## src/rtl/tl_traffic_queue.sv

```systemverilog
// tl_traffic_queue: intersection queue model feeding sensors to the left-turn traffic light controller (optional TL_SAFETY_CHK_EN adds conflict)
module tl_traffic_queue #(
    parameter int CNT_W   = 4,
    parameter int DEP_CYC = 4,
    parameter int SRV_W   = 8
) (
    input  logic             clk,
    input  logic             reset_n,
    input  logic [1:0]       La,
    input  logic [1:0]       Lb,
    input  logic             arr_a,
    input  logic             arr_al,
    input  logic             arr_b,
    input  logic             arr_bl,
    output logic             Ta,
    output logic             Tal,
    output logic             Tb,
    output logic             Tbl,
    output logic [CNT_W-1:0] q_a,
    output logic [CNT_W-1:0] q_al,
    output logic [CNT_W-1:0] q_b,
    output logic [CNT_W-1:0] q_bl,
    output logic             drop,
    output logic [SRV_W-1:0] served
`ifdef TL_SAFETY_CHK_EN
    ,
    output logic             conflict
`endif
);
    localparam int PC_W = $clog2(DEP_CYC);
    localparam logic [1:0] GREEN = 2'b00;
    localparam logic [1:0] LEFT  = 2'b10;
    localparam logic [1:0] RED   = 2'b11;
    localparam logic [CNT_W-1:0] QMAX = '1;

    logic [CNT_W-1:0] q     [4];
    logic [CNT_W-1:0] q_nxt [4];
    logic [3:0]       arr, dep, lost;
    logic [PC_W-1:0]  pc_a, pc_b;
    logic [1:0]       prev_la, prev_lb;
    logic             hold_a, hold_b, tick_a, tick_b;

    assign arr  = {arr_bl, arr_b, arr_al, arr_a};
    assign q_a  = q[0];
    assign q_al = q[1];
    assign q_b  = q[2];
    assign q_bl = q[3];
    assign Ta   = q[0] != '0;
    assign Tal  = q[1] != '0;
    assign Tb   = q[2] != '0;
    assign Tbl  = q[3] != '0;

    // departure pacing and per-queue next counts; a simultaneous arrival and departure cancel
    always_comb begin
        hold_a = La == prev_la && (La == GREEN || La == LEFT);
        hold_b = Lb == prev_lb && (Lb == GREEN || Lb == LEFT);
        tick_a = hold_a && pc_a == PC_W'(DEP_CYC - 1);
        tick_b = hold_b && pc_b == PC_W'(DEP_CYC - 1);
        dep = {tick_b && Lb == LEFT  && q[3] != '0,
               tick_b && Lb == GREEN && q[2] != '0,
               tick_a && La == LEFT  && q[1] != '0,
               tick_a && La == GREEN && q[0] != '0};
        for (int i = 0; i < 4; i++) begin
            q_nxt[i] = (arr[i] && !dep[i] && q[i] != QMAX) ? q[i] + CNT_W'(1) :
                       (!arr[i] && dep[i]) ? q[i] - CNT_W'(1) : q[i];
            lost[i]  = arr[i] && !dep[i] && q[i] == QMAX;
        end
    end

    // queue, pacing and statistics state
    always_ff @(posedge clk) begin
        if (reset_n) begin
            for (int i = 0; i < 4; i++) q[i] <= '0;
            pc_a    <= '0;
            pc_b    <= '0;
            prev_la <= RED;
            prev_lb <= RED;
            drop    <= 1'b0;
            served  <= '0;
        end else begin
            for (int i = 0; i < 4; i++) q[i] <= q_nxt[i];
            pc_a    <= (!hold_a || tick_a) ? '0 : pc_a + PC_W'(1);
            pc_b    <= (!hold_b || tick_b) ? '0 : pc_b + PC_W'(1);
            prev_la <= La;
            prev_lb <= Lb;
            drop    <= drop | (|lost);
            served  <= served + SRV_W'($countones(dep));
        end
    end

`ifdef TL_SAFETY_CHK_EN
    // sticky flag for both streets showing a non-red code at once
    always_ff @(posedge clk) begin
        if (reset_n) conflict <= 1'b0;
        else if (La != RED && Lb != RED) conflict <= 1'b1;
    end
`endif
endmodule

```

## config.mk

```make
export PLATFORM = sky130hd
export DESIGN_NAME = tl_traffic_queue
export DESIGN_NICKNAME = d
export VERILOG_FILES = /design/src/rtl/tl_traffic_queue.sv
export SDC_FILE = /design/constraint.sdc
export NUM_CORES = 1
export LEC_CHECK = 0
export ABC_AREA = 1
export CAP_MARGIN = 0
export CELL_PAD_IN_SITES_DETAIL_PLACEMENT = 2
export CELL_PAD_IN_SITES_GLOBAL_PLACEMENT = 2
export CORE_ASPECT_RATIO = 0.8
export CORE_MARGIN = 1.5
export CORE_UTILIZATION = 31
export DETAILED_ROUTE_END_ITERATION = 6
export GPL_TIMING_DRIVEN = 0
export PLACE_DENSITY_LB_ADDON = 0.12
export SLEW_MARGIN = 20
export SYNTH_ARGS = -nofsm -noshare
export SYNTH_HDL_FRONTEND = slang
export SYNTH_SLANG_ARGS = --single-unit
```

## constraint.sdc

```tcl
create_clock -name clk -period 6.85 [get_ports clk]
set_clock_uncertainty 0.2 [all_clocks]
set_input_delay 1.37 -clock clk [delete_from_list [all_inputs] [get_ports clk]]
set_output_delay 1.37 -clock clk [all_outputs]
set_load 0.1 [all_outputs]
```

# Word-level counts from Yosys, hierarchy flattened

Memories as Yosys holds them, arrays and structs flattened.
Index checks and enable logic that the tools add are counted.

Div/mod/pow operators: 0
Equality and inequality tests: 14
Muxes and demuxes: 15
Shift-type cells: 0
Bitwise operators: 5
Order comparisons: 0
Multipliers: 0
Reduce and logical (&&, ||, !) cells: 51
Add/sub/neg operators: 14

Operator list:

| cell                                                               | count |
|---|---|
| 4-bit two-way mux                                                  | 12 |
| 1-bit logical AND                                                  | 28 |
| 4-bit by 1-bit adder with 4-bit output, second input constant      | 4 |
| 4-bit == test, second input constant                               | 4 |
| 4-bit != test, second input constant                               | 4 |
| 4-bit nonzero test                                                 | 4 |
| 4-bit by 1-bit subtractor with 4-bit output, second input constant | 4 |
| 1-bit zero test                                                    | 10 |
| 8-bit by 3-bit adder with 8-bit output                             | 1 |
| 2-bit == test, second input constant                               | 4 |
| 1-bit bitwise OR                                                   | 5 |
| 1-bit by 1-bit adder with 2-bit output                             | 2 |
| 2-bit by 1-bit adder with 2-bit output, second input constant      | 2 |
| 2-bit == test                                                      | 2 |
| 2-bit zero test                                                    | 2 |
| 1-bit logical OR                                                   | 4 |
| 2-bit OR reduction                                                 | 2 |
| 4-bit OR reduction                                                 | 1 |
| 2-bit by 2-bit adder with 3-bit output                             | 1 |
| 1-bit two-way mux                                                  | 3 |

Register bits: 17
RAM bits: 16
Output and inout bits: 29
Latch bits: 0
Memories kept: 1
Memory bits (read-only): 0
Bits of input ports: 10

Memories:

| memory | depth | bits a word | rd ports | clocked after memory_dff | wr ports | RTL line | source |
|---|---|---|---|---|---|---|---|
| q      | 4     | 4           | 4        | 0                        | 4        | 36       | `logic [CNT_W-1:0] q [4];` |

# Logic depth before layout (Yosys ltp)

Gate-level depths: netlist of run 1.

Depth in word-level cells: 11
Mapped depth: 16
Depth with buffers taken out: 16

# Least setup slack after synthesis of run 1

Ideal clock, no wire load.

Path type: input-to-reg
From: in La[0]
To: reg served[6]
Cell stages on the path: 15
Path buffers: 0
Slack: 2.909 ns
Arrival time: 3.670 ns
Library setup time: 0.070 ns
Path through: nor2_1 > nand3_2 > nor2_4 > nand2_2 > fa_1 > inv_1 > fa_1 > fa_1 > nand2_1 > nor2_1 > inv_1 > nor2_1 > inv_1 > o21ai_0 > a21oi_1

Longest elaborated chain between the ends: 9

RTL lines:

| item                                                           | RTL line   | source |
|---|---|---|
| start, declared                                                | 9          | `input logic [1:0] La,` |
| 2-bit == test / 2-bit zero test (equally long branches)        | 55, 61, 62 |  |
| 1-bit logical OR                                               | 55         | `hold_a = La == prev_la && (La == GREEN \|\| La == LEFT);` |
| 1-bit logical AND                                              | 55         |  |
| 1-bit logical AND                                              | 57         | `tick_a = hold_a && pc_a == PC_W'(DEP_CYC - 1);` |
| 1-bit logical AND, on equally long branches (2 in series)      | 62, 61     |  |
| 1-bit by 1-bit adder with 2-bit output (not written as such) * | 87         | `served <= served + SRV_W'($countones(dep));` |
| 2-bit by 2-bit adder with 3-bit output (not written as such) * | 87         |  |
| 8-bit by 3-bit adder with 8-bit output *                       | 87         |  |
| end signal, assigned                                           | 87         |  |
| end, declared                                                  | 24         | `output logic [SRV_W-1:0] served` |

Mark *: on every way between the ends. The rest lies on a longest branch, timed or not.
A chain may end at the register's enable or synchronous reset.

# Final worst setup path of run 1

From: in La[1]
To: reg served[6]

Same word-level chain as after synthesis.

==> out/qor.txt, run 1 <==
Tcrit/Tclk final: 0.628
Syn-to-layout area delta: 28.2%
Clk sinks: 33
Routed Antenna Nets: 0
Layout cells sized above 1: 0.100
CTS tree: built
Syn avg cell area: 7.16 sq um
Multiplexer share of the synthesized area: 0
GRT busiest layer: met2
Worst setup margin: 2.54 ns
Die Area: 6860 sq um
Largest net degree at the start of global routing: 11
Worst R2R Path Depth: 14
Required time worst endpoint: 6.86 ns
Max-slew headroom: 0.350
Fillers: 724
GP Congestion: 0.708
Critical path type: input port to flip-flop
Cell taking the most area after synthesis: dfxtp_1
Clock Path Buffers: 2
Fmax: 232 MHz
Avg WL per Cell: 13.3 microns
Max Cap Violations: 0
Top cells by area, synth: dfxtp_1 33%, nor2_1 11%, nand2_1 8.7%
Initial antenna violation count: 0
Buf/Inv on CP: 5
Final hold vios: 0
Slew @ Worst Pin: 0.972 ns
Cells after Synth: 276
Grt total ovfl: 0
Max stage delay cell, worst path: clkdlybuf4s50_1
Outcome: complete, no violations
Critical-path cell list: clkdlybuf4s50_1, inv_2, nand2_2, nand3_2, nor2_4, nand2_2, fa_1, inv_1, fa_1, fa_1, nand2_1, nor2_1, inv_1, nor2_1, inv_1, o21ai_0, a21oi_1
Diodes inserted: 0
Flops & latches, synth: 33
Drt initial violations: 34
Die X-Extent: 92.3 microns
CP Max Fanout: 3
I/O Pins: 39
Number of global-route vias before repair: 2007
WP depth: 17
Register area share after synthesis: 0.334
Distinct cells, synth: 25
Initial Utilization: 0.327
Crit end category: flip-flop
Number of gates resized after cts: 0
Input/output buffers: 37
Core Box Area: 6040 sq um
Setup crit start kind: input port
Synth warn: 0
Number of hold buffers added after cts: 0
Slew Limit Fails: 0
Depth of the worst hold-timing path: 1
TritonRoute pass-1 iters: 4
Synth Area in Adders: 0.141
Clk slew on worst S/H paths: 0.07 ns
Multi-input logic area: 1120 sq um
VDD IR max: 0.0000720 V
Yosys top cell area share: 0.334
Hold WC Path Type: flip-flop to flip-flop
# nets final: 348
Simple-gate share of the synthesized area: 0.329
DRC viols: 0
Routed WL: 5320 microns
Vias per cell: 4.65
Storage cell area: 661 sq um
Syn Nets: 304
Htree depth: 2
Post-DP HPWL: 4090 microns
GR met2 Demand/Resource: 0.305
Final setup viols: 0
Synth Area in Compound Gates: 0.0817
CP max stage delay: 0.52 ns
Met1 usage: 0.221
Setup WS pre-CTS: 2.27 ns
CTS Buf Count: 5
Pwr dens: 233 nW/um^2
Die Ht: 74.4 microns
Setup TNS: 0 ns
Final min period: 4.31 ns
Xor/xnor share of the synthesized area: 0.0177
Total Power: 0.000590 W
Arr. time, crit path: 4.31 ns
Total global-route track usage: 0.172
Post-synthesis cell area: 1980 sq um
Main combinational cell family by area after synthesis: simple AND/OR/NAND/NOR gates
CTS Root Cell: clkbuf_8
# Post-CTS Setup Buffers: 0
Clock Latency Late Sink: 0.28 ns
First-pass GRT wire length: 9220 microns
Leak: 1.17 nW
CP delay by family, top: adder cells
Met3 usage: 0.0337
Cell Rows: 25
Routed vias: 1864
RSZ-0062 raised after global routing: no
==> cell usage in the layout, fill, tap and decap left out, drive strengths merged <==
master	instances
nor2	58
nand2	57
inv	43
clkdlybuf4s50	37
dfxtp	33
nand3	15
o21ai	14
a21oi	13
ha	11
clkbuf	9
fa	7
nand4	4
xor2	4
nand3b	4
a31oi	3
clkinv	3
nor3	2
a21o	1
buf	1
or2	1
==> cells by family after synthesis <==
| family | after synthesis |
|---|---|
| simple gates | 141 |
| flops | 33 |
| compound gates | 31 |
| fa+ha+maj | 18 |
| xor+xnor | 4 |
| buf+inv | 49 |
==> cell usage after synthesis <==
cell,instances
dfxtp_1,33
a21o_1,1
or2_2,1
inv_1,40
nor2_1,56
nor2_4,2
a21oi_1,13
fa_1,7
nand2_2,11
nand3_2,6
a31oi_1,3
nand2_1,46
inv_2,3
clkinv_1,1
clkinv_2,2
o21ai_0,12
nor3_1,2
nand3b_1,4
clkbuf_1,2
ha_1,11
buf_4,1
nand4_1,4
nand3_1,9
o21ai_1,2
xor2_1,4
==> area by class of cell <==
cell class,instances,area share
multi-input cells,194,0.444
flip-flops and latches,33,0.261
clock buffers,7,0.0341
plain buffers,3,0.00593
well taps,81,0.0400
repair buffers,37,0.146
inverters,46,0.0691
==> path summary, 6_finish.rpt <==
path,startpoint,end,slack (ns)
worst min-delay path,pc_b[0]$_SDFF_PP0_,pc_b[0]$_SDFF_PP0_,0.22
worst max-delay path,La[1],served[6]$_SDFF_PP0_,2.54
worst max register to register,q[0][0]$_SDFFE_PP0P_,served[6]$_SDFF_PP0_,3.70
worst min register to register,pc_b[0]$_SDFF_PP0_,pc_b[0]$_SDFF_PP0_,0.22
==> layer usage <==
layer,vias up,wire (microns)
met5,-,0
met4,0,34
met3,4,121
met2,25,2570
met1,885,2600
li1,950,-
==> flip-flops by register name, summed over array words and instances (netlist names) <==
signal	cells
q	16
served	8
pc_a	2
pc_b	2
prev_la	2
prev_lb	2
drop	1
==> worst register-to-register path, stage by stage (launching register included) <==
cell	delay, ns
dfxtp_1	0.48
nor2_1	0.11
a21oi_1	0.21
nand2_2	0.12
fa_1	0.51
inv_1	0.06
fa_1	0.45
fa_1	0.40
nand2_1	0.11
nor2_1	0.05
inv_1	0.06
nor2_1	0.06
inv_1	0.06
o21ai_0	0.08
a21oi_1	0.13
==> through the flow <==
| step | std cells | utilization | cell area [sq um] | hold WS (ns) |
|---|---|---|---|---|
| CTS | 401 | 0.420 | 2530 | 0.229 |
| floorplan | 276 | - | 1980 | 0.197 |
| detailed placement | 394 | 0.405 | 2450 | 0.215 |
| global placement | 394 | 0.405 | 2450 | 0.209 |
| finish | 401 | 0.420 | 2530 | 0.221 |
| global route | 401 | 0.420 | 2530 | 0.260 |
==> where the power goes <==
part / leakage [nW] / internal (W) / switching [W] / total (W)
logic: 0.853 / 0.0000561 / 0.000161 / 0.000217
registers: 0.271 / 0.000204 / 0.0000178 / 0.000221
clock network: 0.0443 / 0.0000798 / 0.0000716 / 0.000151
total: 1.17 / 0.000340 / 0.000250 / 0.000590
Power figures use the tool's default switching activity.
==> run 2, diff against run 1 <==
--- a/config.mk
+++ b/config.mk
@@ -11,7 +11,7 @@
 export CELL_PAD_IN_SITES_GLOBAL_PLACEMENT = 2
 export CORE_ASPECT_RATIO = 0.8
 export CORE_MARGIN = 1.5
-export CORE_UTILIZATION = 31
+export CORE_UTILIZATION = 28
 export DETAILED_ROUTE_END_ITERATION = 6
 export GPL_TIMING_DRIVEN = 0
 export PLACE_DENSITY_LB_ADDON = 0.12
==> constraint.sdc (replaced) <==
create_clock -name clk -period 4.2 [get_ports clk]
set_clock_uncertainty 0.2 [all_clocks]
set_input_delay 0.84 -clock clk [delete_from_list [all_inputs] [get_ports clk]]
set_output_delay 0.84 -clock clk [all_outputs]
set_load 0.1 [all_outputs]
==> out/qor.txt, run 2 (synthesis gave the netlist of run 1 again) <==
Initial antenna violation count: 0
Clock Path Buffers: 2
Worst Hold Path EP: pc_a[0]$_SDFF_PP0_
Tcrit/Tclk final: 0.901
Diodes inserted: 0
Arr. time, crit path: 3.81 ns
Critical path type: input port to flip-flop
Most frequent cells in the layout: 56 x nor2_1, 46 x nand2_1, 40 x inv_1
Routed vias: 1865
Post-DP HPWL: 4410 microns
Clock Latency Late Sink: 0.29 ns
Fillers: 840
Cell Rows: 27
VDD IR max: 0.000145 V
Clk sinks: 33
TritonRoute pass-1 iters: 4
Die Area: 7570 sq um
Placed cells: 400
Number of hold buffers added after cts: 0
Critical R2R Capture: served[6]$_SDFF_PP0_
Core Box Area: 6860 sq um
Die X-Extent: 96.9 microns
Clk slew on worst S/H paths: 0.08 ns
Depth of the worst hold-timing path: 1
Largest net degree at the start of global routing: 12
Initial Utilization: 0.288
Vias per cell: 4.57
Layout cells sized above 1: 0.106
Max stage delay cell, worst path: clkdlybuf4s50_1
DRC viols: 0
Grt total ovfl: 0
Final instance area: 2570 sq um
CTS Buf Count: 5
Number of global-route vias before repair: 2013
Leak: 1.18 nW
Slew @ Worst Pin: 0.976 ns
Max-slew headroom: 0.347
Final min period: 3.78 ns
Setup TNS: 0 ns
CTS tree: built
Worst hold start: pc_a[0]$_SDFF_PP0_
Largest registers: q (16), served (8)
I/O Pins: 39
Number of gates resized after cts: 0
Reg2Reg Launch Point: q[0][8]$_SDFFE_PP0P_
Avg WL per Cell: 13.9 microns
Htree depth: 2
Setup crit start kind: input port
Area after DPL: 2450 sq um
RSZ-0062 raised after global routing: no
Pwr dens: 406 nW/um^2
Final setup viols: 0
Outcome: complete, no violations
Non-filler cells, final: 408
Slew Limit Fails: 0
Fmax: 264 MHz
Max reg flops: 16
Syn-to-layout area delta: 30.3%
Commonest non-fill, non-tap cell in the layout: nor2_1
Drt initial violations: 28
Worst R2R Path Depth: 14
Required time worst endpoint: 4.22 ns
Hold WC Path Type: flip-flop to flip-flop
# nets final: 348
CTS Root Cell: clkbuf_8
GP Congestion: 0.738
Register bank with the most flops: q
Crit end category: flip-flop
Routed WL: 5650 microns
Critical-path cell list: clkdlybuf4s50_1, inv_2, nand2_2, nand3_2, nor2_4, nand2_2, fa_1, inv_1, fa_1, fa_1, nand2_1, nor2_1, inv_1, nor2_1, inv_1, o21ai_0, a21oi_1
Die Ht: 78.1 microns
Input/output buffers: 37
Max Cap Violations: 0
Final hold vios: 0
First-pass GRT wire length: 9880 microns
Worst setup margin: 0.416 ns
Total global-route track usage: 0.163
Routed Antenna Nets: 0
R2R Setup Slk: 1.03 ns
Setup WS pre-CTS: 0.100 ns
CP Max Fanout: 4
# Post-CTS Setup Buffers: 0
CP max stage delay: 0.52 ns
==> run 2: cell count changes in the layout (fill, tap and decap cells not counted) <==
| cell | before | now |
|---|---|---|
| clkbuf_1 | 3 | 2 |
| bufinv_16 | 0 | 1 |
| clkinvlp_4 | 0 | 1 |
==> run 2: stage by stage <==
step / util / total power, W / hold slack, ns
6_report: 0.375 / 0.00104 / 0.230
5_1_grt: 0.375 / 0.00110 / 0.249
4_1_cts: 0.375 / 0.00106 / 0.235
3_5_place_dp: 0.358 / 0.000727 / 0.223
3_3_place_gp: 0.358 / 0.000716 / 0.213
2_1_floorplan: - / 0.000635 / 0.197
==> run 2: area by class of cell <==
cell class	count	area, sq um	share of cell area
multi-input combinational	194	1120	0.437
sequential	33	661	0.257
timing repair buffer	37	370	0.144
inverter	46	175	0.0680
tap	87	109	0.0423
clock buffer	6	82.6	0.0321
clock inverter	2	37.5	0.0146
buffer	3	15.0	0.00583
==> run 2: worst max-delay path: cells and delay by family <==
family / cells / cell delay, ns
adder cells (fa/ha/maj): 3 / 1.36
buffers and inverters: 5 / 0.80
AND/OR/NAND/NOR: 7 / 0.61
AO/OA/AOI/OAI: 2 / 0.20
==> run 2: worst max-delay path by stage <==
stage | cells after the start | to | slack, ns | startpoint
2_1_floorplan | 14 | served[6]$_SDFF_PP0_ | 0.54 | q[0][0]$_SDFFE_PP0P_
3_3_place_gp | 17 | served[6]$_SDFF_PP0_ | 0.16 | La[1]
3_5_place_dp | 17 | served[6]$_SDFF_PP0_ | 0.10 | La[1]
4_1_cts | 17 | served[6]$_SDFF_PP0_ | 0.39 | La[1]
5_1_grt | 17 | served[6]$_SDFF_PP0_ | 0.21 | La[1]
6_report | 17 | served[6]$_SDFF_PP0_ | 0.42 | Lb[1]
==> run 2: layer usage <==
layer / vias up / global-route usage / part of all wire
li1: 951 / - / -
met3: 7 / 0.0347 / 0.030
met1: 877 / 0.223 / 0.50
met4: 0 / 0.0435 / 0.0097
met5: - / 0 / 0
met2: 30 / 0.262 / 0.46
==> run 2: power breakdown <==
part / switching (W) / internal [W]
registers: 0.0000297 / 0.000332
logic: 0.000263 / 0.0000916
clock network: 0.000135 / 0.000193
